--- config.mk ---
export PLATFORM = sky130hd
export DESIGN_NAME = vector_sequencer
export DESIGN_NICKNAME = d
export VERILOG_FILES = /design/src/rtl/vseq_pkg.sv /design/src/rtl/vseq_parity_ref.sv /design/src/rtl/vector_sequencer.sv
export SDC_FILE = /design/constraint.sdc
export NUM_CORES = 1
export LEC_CHECK = 0
export ABC_CLOCK_PERIOD_IN_PS = 2700
export BUFFER_PORTS_ARGS = -buffer_cell sky130_fd_sc_hd__buf_2
export CAP_MARGIN = 20
export CORE_MARGIN = 5
export CORE_UTILIZATION = 55
export CTS_CLUSTER_DIAMETER = 80
export DETAILED_ROUTE_END_ITERATION = 10
export PLACE_DENSITY = 0.73
export REMOVE_ABC_BUFFERS = 1
export SYNTH_ARGS = -nofsm -noshare
export SYNTH_HDL_FRONTEND = slang
export SYNTH_SLANG_ARGS = --single-unit
export TNS_END_PERCENT = 1
--- constraint.sdc ---
create_clock -name clk -period 2.7 [get_ports clk]
set_input_delay 0.54 -clock clk [delete_from_list [all_inputs] [get_ports clk]]
set_output_delay 0.54 -clock clk [all_outputs]
set_load 0.1 [all_outputs]
--- src/rtl/vseq_pkg.sv ---
// Shared types and defaults for the vector sequencer.
package vseq_pkg;

    localparam int unsigned DEF_WIDTH  = 4;
    localparam int unsigned DEF_SETTLE = 1;
    localparam int unsigned SCNT_W     = 4;

    typedef enum logic [2:0] {
        ST_IDLE,
        ST_DRIVE,
        ST_WAIT,
        ST_CHECK,
        ST_DONE
    } state_t;

endpackage

--- src/rtl/vseq_parity_ref.sv ---
// Reference parity: XOR reduction of the driven vector.
module vseq_parity_ref #(
    parameter int unsigned WIDTH = 4
) (
    input  logic [WIDTH-1:0] a,
    output logic             expected
);

    // Parity is order independent, so bit-reversed drive needs no change here.
    assign expected = ^a;

endmodule

--- src/rtl/vector_sequencer.sv ---
// Exhaustive vector sequencer for a parity stage: drive, settle, check, count.
// Build option: VSEQ_BITREV_EN drives the bit-reversed index on a.
module vector_sequencer
    import vseq_pkg::*;
#(
    parameter int unsigned WIDTH  = DEF_WIDTH,
    parameter int unsigned SETTLE = DEF_SETTLE
) (
    input  logic             clk,
    input  logic             reset,
    input  logic             start,
    output logic [WIDTH-1:0] a,
    input  logic             y,
    output logic             busy,
    output logic             done,
    output logic             err_pulse,
    output logic [WIDTH:0]   vectornum,
    output logic [WIDTH:0]   errors
);

    localparam int unsigned CNT_W = WIDTH + 1;
    localparam logic [WIDTH-1:0] IDX_LAST = '1;
    localparam logic [CNT_W-1:0] ERR_MAX  = '1;

    state_t              state;
    logic [WIDTH-1:0]    idx;
    logic [SCNT_W-1:0]   settle_cnt;
    logic [WIDTH-1:0]    drive_vec_c;
    logic                expected_c;

`ifdef VSEQ_BITREV_EN
    // Map index to the stage's reversed input ordering.
    always_comb begin
        drive_vec_c = '0;
        for (int k = 0; k < int'(WIDTH); k++) begin
            drive_vec_c[WIDTH-1-k] = idx[k];
        end
    end
`else
    // Drive the index directly.
    always_comb begin
        drive_vec_c = idx;
    end
`endif

    vseq_parity_ref #(
        .WIDTH(WIDTH)
    ) u_parity (
        .a        (a),
        .expected (expected_c)
    );

    // Sequencer FSM with registered outputs.
    always_ff @(posedge clk or negedge reset) begin
        if (!reset) begin
            state      <= ST_IDLE;
            idx        <= '0;
            settle_cnt <= '0;
            a          <= '0;
            busy       <= 1'b0;
            done       <= 1'b0;
            err_pulse  <= 1'b0;
            vectornum  <= '0;
            errors     <= '0;
        end else begin
            err_pulse <= 1'b0;
            case (state)
                ST_IDLE, ST_DONE: begin
                    if (start) begin
                        state     <= ST_DRIVE;
                        idx       <= '0;
                        vectornum <= '0;
                        errors    <= '0;
                        busy      <= 1'b1;
                        done      <= 1'b0;
                    end
                end
                ST_DRIVE: begin
                    a          <= drive_vec_c;
                    settle_cnt <= SCNT_W'(SETTLE);
                    state      <= ST_WAIT;
                end
                ST_WAIT: begin
                    settle_cnt <= settle_cnt - SCNT_W'(1);
                    if (settle_cnt == SCNT_W'(1)) begin
                        state <= ST_CHECK;
                    end
                end
                ST_CHECK: begin
                    if (y != expected_c) begin
                        err_pulse <= 1'b1;
                        if (errors != ERR_MAX) begin
                            errors <= errors + CNT_W'(1);
                        end
                    end
                    vectornum <= vectornum + CNT_W'(1);
                    if (idx == IDX_LAST) begin
                        state <= ST_DONE;
                        busy  <= 1'b0;
                        done  <= 1'b1;
                    end else begin
                        idx   <= idx + WIDTH'(1);
                        state <= ST_DRIVE;
                    end
                end
                default: begin
                    state <= ST_IDLE;
                    busy  <= 1'b0;
                    done  <= 1'b0;
                end
            endcase
        end
    end

endmodule

==> results by group, run 1 <==
Detailed routing
  – Via/cell ratio: 5.69
  – Via count: 1,081
  – DR pass1 iterations: 4
  – Antenna Nets Post-Route: 0
  – DR iter-0 viols: 46
  – WL final: 2.71 mm
  – Wire per inst: 14.3 um
  – DRC Markers: 0

Clocking
  – CTS buffer count: 3
  – Post-CTS sizing: 0
  – Clock buffer depth: 2
  – CTS sink cnt: 28
  – Worst-Skew Late Latency: 320 ps
  – Count of hold-fix buffers inserted at cts: 0
  – Reg clk slew, reported paths: 150 ps
  – TritonCTS clock tree: done
  – Clk root buf: clkbuf_4
  – Setup Buffers After CTS: 0
  – H-tree Lvls: 1

Critical path
  – CP arrival: 2170 ps
  – CP required: 2930 ps
  – Critical Path Most Common Cell: ha_1
  – CP Capture Type: flip-flop
  – Slowest stage delay, CP: 490 ps
  – CP startpoint kind: flip-flop
  – Slowest CP cell: or3_1
  – Reg-to-reg slack, setup: 760 ps
  – Crit-path cells: ha_1 -> and3_1 -> ha_1 -> or3_1 -> a31o_1
  – Critical-path maximum fanout: 5
  – Critical path type: flip-flop to flip-flop

Place
  – Port Buffers: 20
  – Routability Congestion: 0.795
  – DPL Wire Length: 1.97 mm

Synthesis
  – Yosys cell types: 37
  – Most used DFF post-synth: dfrtp_1
  – Area leader, netlist: dfrtp_1
  – Share of synthesized flip-flops with an asynchronous set or reset: 1.00
  – Sequential area share after synthesis: 0.498
  – Post-Syn Area: 1410 um2
  – Post-synthesis instance total: 141
  – Post-synth top area share: 0.498
  – #FFs+latches synth: 28
  – Ys Warns: 0
  – Number of synthesized flops with an enable pin: 0
  – Top cells by area, synth: dfrtp_1, ha_1, o21ai_1
  – Syn Area/Cell: 9.97 um2

Finish
  – Layout Nets: 171
  – Antenna Cells: 0
  – Layout cells sized above 1: 0.169
  – Synth-to-layout area growth: 12.1%

GRT
  – Antenna violations before repair: 0
  – Number of global-route vias before repair: 1,050
  – First-pass GRT wire length: 4.73 mm
  – Pin count of the biggest net entering global routing: 29
  – Grt ovf: 0
  – GRT Total Usage: 0.170

Floorplan
  – DIE WIDTH: 60.6 um
  – Row count: 18
  – I/O pin total: 21
  – Die Ht: 60.6 um
  – Core area: 2450 um2
  – Starting density of the core: 0.573
  – Die area: 3670 um2

Timing
  – Max Freq: 516 MHz
  – Minimum clock period: 1940 ps
  – Fin Clk Skew: 4.11 ps
  – Worst slew margin: 0.589
  – Final hold slack: 204 ps
  – Final Max Tran Viols: 0
  – Hold Violations, Final: 0
  – Setup violators final: 0
  – Final period util: 0.718
  – RSZ-0062 raised after global routing: no
  – Worst Tran Pin Value: 612 ps
  – Setup TNS: 0 ps

Job
  – Max_cap viols: 0

Min path
  – Hold/Removal Path Class: input pin to asynchronous set/reset pin

Run status
  – Status: complete, no violations
==> synthesized netlist by cell type, drive strengths merged, types with 2 or more instances <==
| cell | n |
|---|---|
| nor3 | 5 |
| a22o | 2 |
| nor2b | 2 |
| nand2b | 2 |
| nand2 | 10 |
| a21oi | 6 |
| and3 | 4 |
| mux2i | 2 |
| xnor2 | 4 |
| o21ai | 15 |
| inv | 8 |
| ha | 6 |
| nor2 | 13 |
| clkbuf | 4 |
| o311ai | 2 |
| nand3 | 6 |
| mux2 | 5 |
| dfrtp | 28 |
| nand4 | 2 |
==> through the flow <==
step / utilization / cell area, um2 / cells / setup WS [ps]
after floorplan: - / 1390 / 136 / 320
after global placement: 0.621 / 1520 / 186 / 886
after detailed placement: 0.621 / 1520 / 186 / 801
after CTS: 0.642 / 1580 / 190 / 775
after global routing: 0.642 / 1580 / 190 / 663
final: 0.642 / 1580 / 190 / 761
==> sequential cells by signal, summed over array words and instances (netlist names) <==
register     count
busy             1
drive_vec_c      4
done             1
state            3
settle_cnt       4
vectornum        5
err_pulse        1
a                4
errors           5
==> worst max-delay path, delay by kind of cell (launching register included) <==
family	cells	cell delay [ps]
AOI/OAI and AO/OA	1	260
and+or+nand+nor	2	680
adders and majority gates	2	460
DFF	1	450
==> kinds of logic after synthesis <==
family,synth area share
XOR/XNOR,0.0472
buffers and inverters,0.0356
flip-flops,0.498
adder cells (fa/ha/maj),0.0534
AND/OR/NAND/NOR,0.177
AO/OA/AOI/OAI,0.134
multiplexers,0.0543
==> placed cells by master (no fill, tap or decap), drive strengths merged, types with 5 or more instances in the layout <==
master / instances
dfrtp: 28
buf: 20
o21ai: 15
nor2: 13
nand2: 10
inv: 8
nand3: 6
a21oi: 6
ha: 6
nor3: 5
mux2: 5
==> path summary, 6_finish.rpt <==
check | start | to | cells past startpoint
max in group asynchronous | reset | state[1] | 1
worst min register to register | vectornum[4] | vectornum[4] | 1
worst max-delay path | errors[0] | errors[2] | 5
worst min-delay path | reset | errors[2] | 1
worst max register to register | errors[0] | errors[2] | 5
min in group clk | vectornum[4] | vectornum[4] | 1
==> metal layers <==
metal / vias up / share of wire / global-route usage
li1: 537 / - / -
met1: 516 / 0.49 / 0.243
met2: 26 / 0.45 / 0.267
met3: 2 / 0.049 / 0.0213
met4: 0 / 0.0055 / 0.0619
met5: - / 0 / 0
==> cell type report <==
| cell class | instances | area (um2) |
|---|---|---|
| clock buffers | 3 | 22.5 |
| clock inverters | 1 | 30.0 |
| repair buffers | 20 | 100 |
| multi-input cells | 100 | 656 |
| inverters | 8 | 30.0 |
| flip-flops and latches | 28 | 701 |
| well taps | 30 | 37.5 |
| fillers | 187 | 878 |
Power of run 1 is not shown: default switching activity piles up to over one toggle a cycle in this logic, so the estimate is an artifact.
==> run 2: changes to the inputs <==
--- a/config.mk
+++ b/config.mk
@@ -5,14 +5,14 @@
 export SDC_FILE = /design/constraint.sdc
 export NUM_CORES = 1
 export LEC_CHECK = 0
-export ABC_CLOCK_PERIOD_IN_PS = 2700
+export ABC_CLOCK_PERIOD_IN_PS = 1600
 export BUFFER_PORTS_ARGS = -buffer_cell sky130_fd_sc_hd__buf_2
 export CAP_MARGIN = 20
 export CORE_MARGIN = 5
-export CORE_UTILIZATION = 55
+export CORE_UTILIZATION = 50
 export CTS_CLUSTER_DIAMETER = 80
 export DETAILED_ROUTE_END_ITERATION = 10
-export PLACE_DENSITY = 0.73
+export PLACE_DENSITY = 0.7
 export REMOVE_ABC_BUFFERS = 1
 export SYNTH_ARGS = -nofsm -noshare
 export SYNTH_HDL_FRONTEND = slang
==> constraint.sdc (replaced) <==
create_clock -name clk -period 1.6 [get_ports clk]
set_input_delay 0.32 -clock clk [delete_from_list [all_inputs] [get_ports clk]]
set_output_delay 0.32 -clock clk [all_outputs]
set_load 0.1 [all_outputs]
==> results by group, run 2 (synthesis gave the netlist of run 1 again) <==
Timing
  – Final hold slack: 348 ps (+144 ps)
  – RSZ-0062 raised after global routing: yes
  – Fin Clk Skew: 8.55 ps (+4.44 ps)
  – Worst slew margin: 0.578 (-0.0101)
  – Max Freq: 612 MHz (+19%)
  – Setup violators final: 1 (+1)
  – Final period util: 1.02 (+0.303)
  – Minimum clock period: 1630 ps (-306 ps)
  – Hold Violations, Final: 0 (unchanged)
  – Worst Tran Pin Value: 632 ps (+19.9 ps)
  – Final worst setup slack: -33.1 ps (-794 ps)
  – Final Max Tran Viols: 0 (unchanged)

Place
  – Port Buffers: 20 (unchanged)
  – Routability Congestion: 0.876 (+10%)
  – DPL Wire Length: 2.12 mm (+7.4%)

GRT
  – Number of global-route vias before repair: 1,206 (+15%)
  – Pin count of the biggest net entering global routing: 29 (unchanged)
  – Antenna violations before repair: 0 (unchanged)
  – First-pass GRT wire length: 5.42 mm (+15%)
  – GRT Total Usage: 0.164 (-0.00568)
  – Grt ovf: 0 (unchanged)

Critical path
  – CP arrival: 1860 ps (-310 ps)
  – CP bufs+invs: 0 (unchanged)
  – CP required: 1830 ps (-1100 ps)
  – Crit path depth: 5 (unchanged)
  – Critical R2R Capture: errors[2]
  – Reg-to-reg startpoint: errors[0]
  – Critical path type: flip-flop to flip-flop
  – Delay-heaviest family, CP: simple AND/OR/NAND/NOR gates
  – Crit-path cells: ha_2 -> and3_4 -> ha_4 -> or3_4 -> a31o_1
  – Slowest stage delay, CP: 420 ps (-70 ps)
  – R2R cell count: 5 (unchanged)
  – Critical-path maximum fanout: 5 (unchanged)
  – CP startpoint kind: flip-flop
  – CP Capture Type: flip-flop
  – Reg-to-reg slack, setup: -30 ps (-790 ps)
  – Slowest CP cell: dfrtp_1

Detailed routing
  – WL final: 3.02 mm (+12%)
  – Antenna Nets Post-Route: 0 (unchanged)
  – Via/cell ratio: 5.61 (-1.3%)
  – DRC Markers: 0 (unchanged)
  – DR iter-0 viols: 72 (+57%)
  – Wire per inst: 14.6 um (+2.4%)
  – Via count: 1,162 (+7.5%)
  – DR pass1 iterations: 4 (unchanged)

Floorplan
  – Die Ht: 63.0 um (+4.1%)
  – Row count: 19 (+1)
  – Starting density of the core: 0.514 (-0.0585)
  – Core area: 2730 um2 (+11%)
  – I/O pin total: 21 (unchanged)
  – Die area: 3970 um2 (+8.3%)
  – DIE WIDTH: 63.0 um (+4.1%)

Clocking
  – H-tree Lvls: 1 (unchanged)
  – Reg clk slew, reported paths: 150 ps (about the same)
  – CTS sink cnt: 28 (unchanged)
  – Worst-Skew Late Latency: 330 ps (about the same)
  – Clk root buf: clkbuf_4
  – Clock buffer depth: 2 (unchanged)
  – TritonCTS clock tree: done
  – CTS buffer count: 3 (unchanged)

Finish
  – Most frequent cells in the layout: dfrtp_1, buf_4, nor2_1, clkbuf_4
  – Filler instances: 223 (+19%)
  – Synth-to-layout area growth: 24.9%
  – Antenna Cells: 0 (unchanged)
  – Layout cells sized above 1: 0.261 (+0.0926)
  – Commonest non-fill, non-tap cell in the layout: dfrtp_1
  – Layout Nets: 187 (+9.4%)
  – Top flop regs: errors: 5 flops, vectornum: 5 flops

Min path
  – Critical hold path startpoint: start
  – Hold/Removal Path Class: input pin to flip-flop
  – Worst hold path cell count: 3
  – Worst Hold Endpoint: state[2]

Job
  – Max_cap viols: 0 (unchanged)

Run status
  – Status: finished, violations left
  – Failing checks: negative setup slack
[run 2: cell types whose count changed in the layout (fill, tap and decap cells not counted), sizes merged]
cell         before  now
clkbuf            3   13
dlygate4sd3       0    1
buf              20   25
[run 2: metrics by stage]
stage | setup TNS, ps | setup WS, ps | utilization | area, um2 | std cells
6_report | -33.1 | -33.1 | 0.643 | 1760 | 207
5_1_grt | -464 | -112 | 0.643 | 1760 | 207
4_1_cts | -39.5 | -39.5 | 0.624 | 1710 | 206
3_5_place_dp | -683 | -218 | 0.596 | 1630 | 201
3_3_place_gp | -453 | -177 | 0.596 | 1630 | 201
2_1_floorplan | -3920 | -780 | - | 1390 | 136
[run 2: what timing repair did]
item / 4_1_cts / 5_1_grt
cloned: 0 / 0
gates resized for setup: 6 / 13
pin swaps: 3 / 3
setup endpoints to repair: 6 / 15
setup buffers: 0 / 1
hold buffers: 1 / 0
endpoints found under the hold margin: 16 / 0
[run 2: worst max path at each step]
stage,start,to,slack (ps)
finish,errors[0],errors[2],-30
global route,a[1],errors[0],-110
CTS,errors[0],errors[2],-40
detailed placement,errors[0],errors[2],-220
global placement,errors[0],errors[2],-180
floorplan,a[1],errors[2],-780
[run 2: layer usage]
metal	up-vias	GRT usage	routed length (um)
li1	570	-	-
met1	560	0.213	1360
met2	30	0.268	1500
met3	2	0.0342	147
met4	0	0.0610	20
met5	-	0	0
[run 2: tightest hold or removal path: stages]
cell    delay (ps)
buf_2          110
nor3_1          50
a22o_1         170
[run 2: cell type report]
| class | count | area [um2] | area share |
|---|---|---|---|
| clock inverters | 1 | 30.0 | 0.0171 |
| multi-input cells | 100 | 681 | 0.387 |
| inverters | 8 | 30.0 | 0.0171 |
| well taps | 31 | 38.8 | 0.0221 |
| repair buffers | 36 | 254 | 0.145 |
| clock buffers | 3 | 22.5 | 0.0128 |
| flip-flops and latches | 28 | 701 | 0.399 |
Power of run 2 is left out for the same reason.
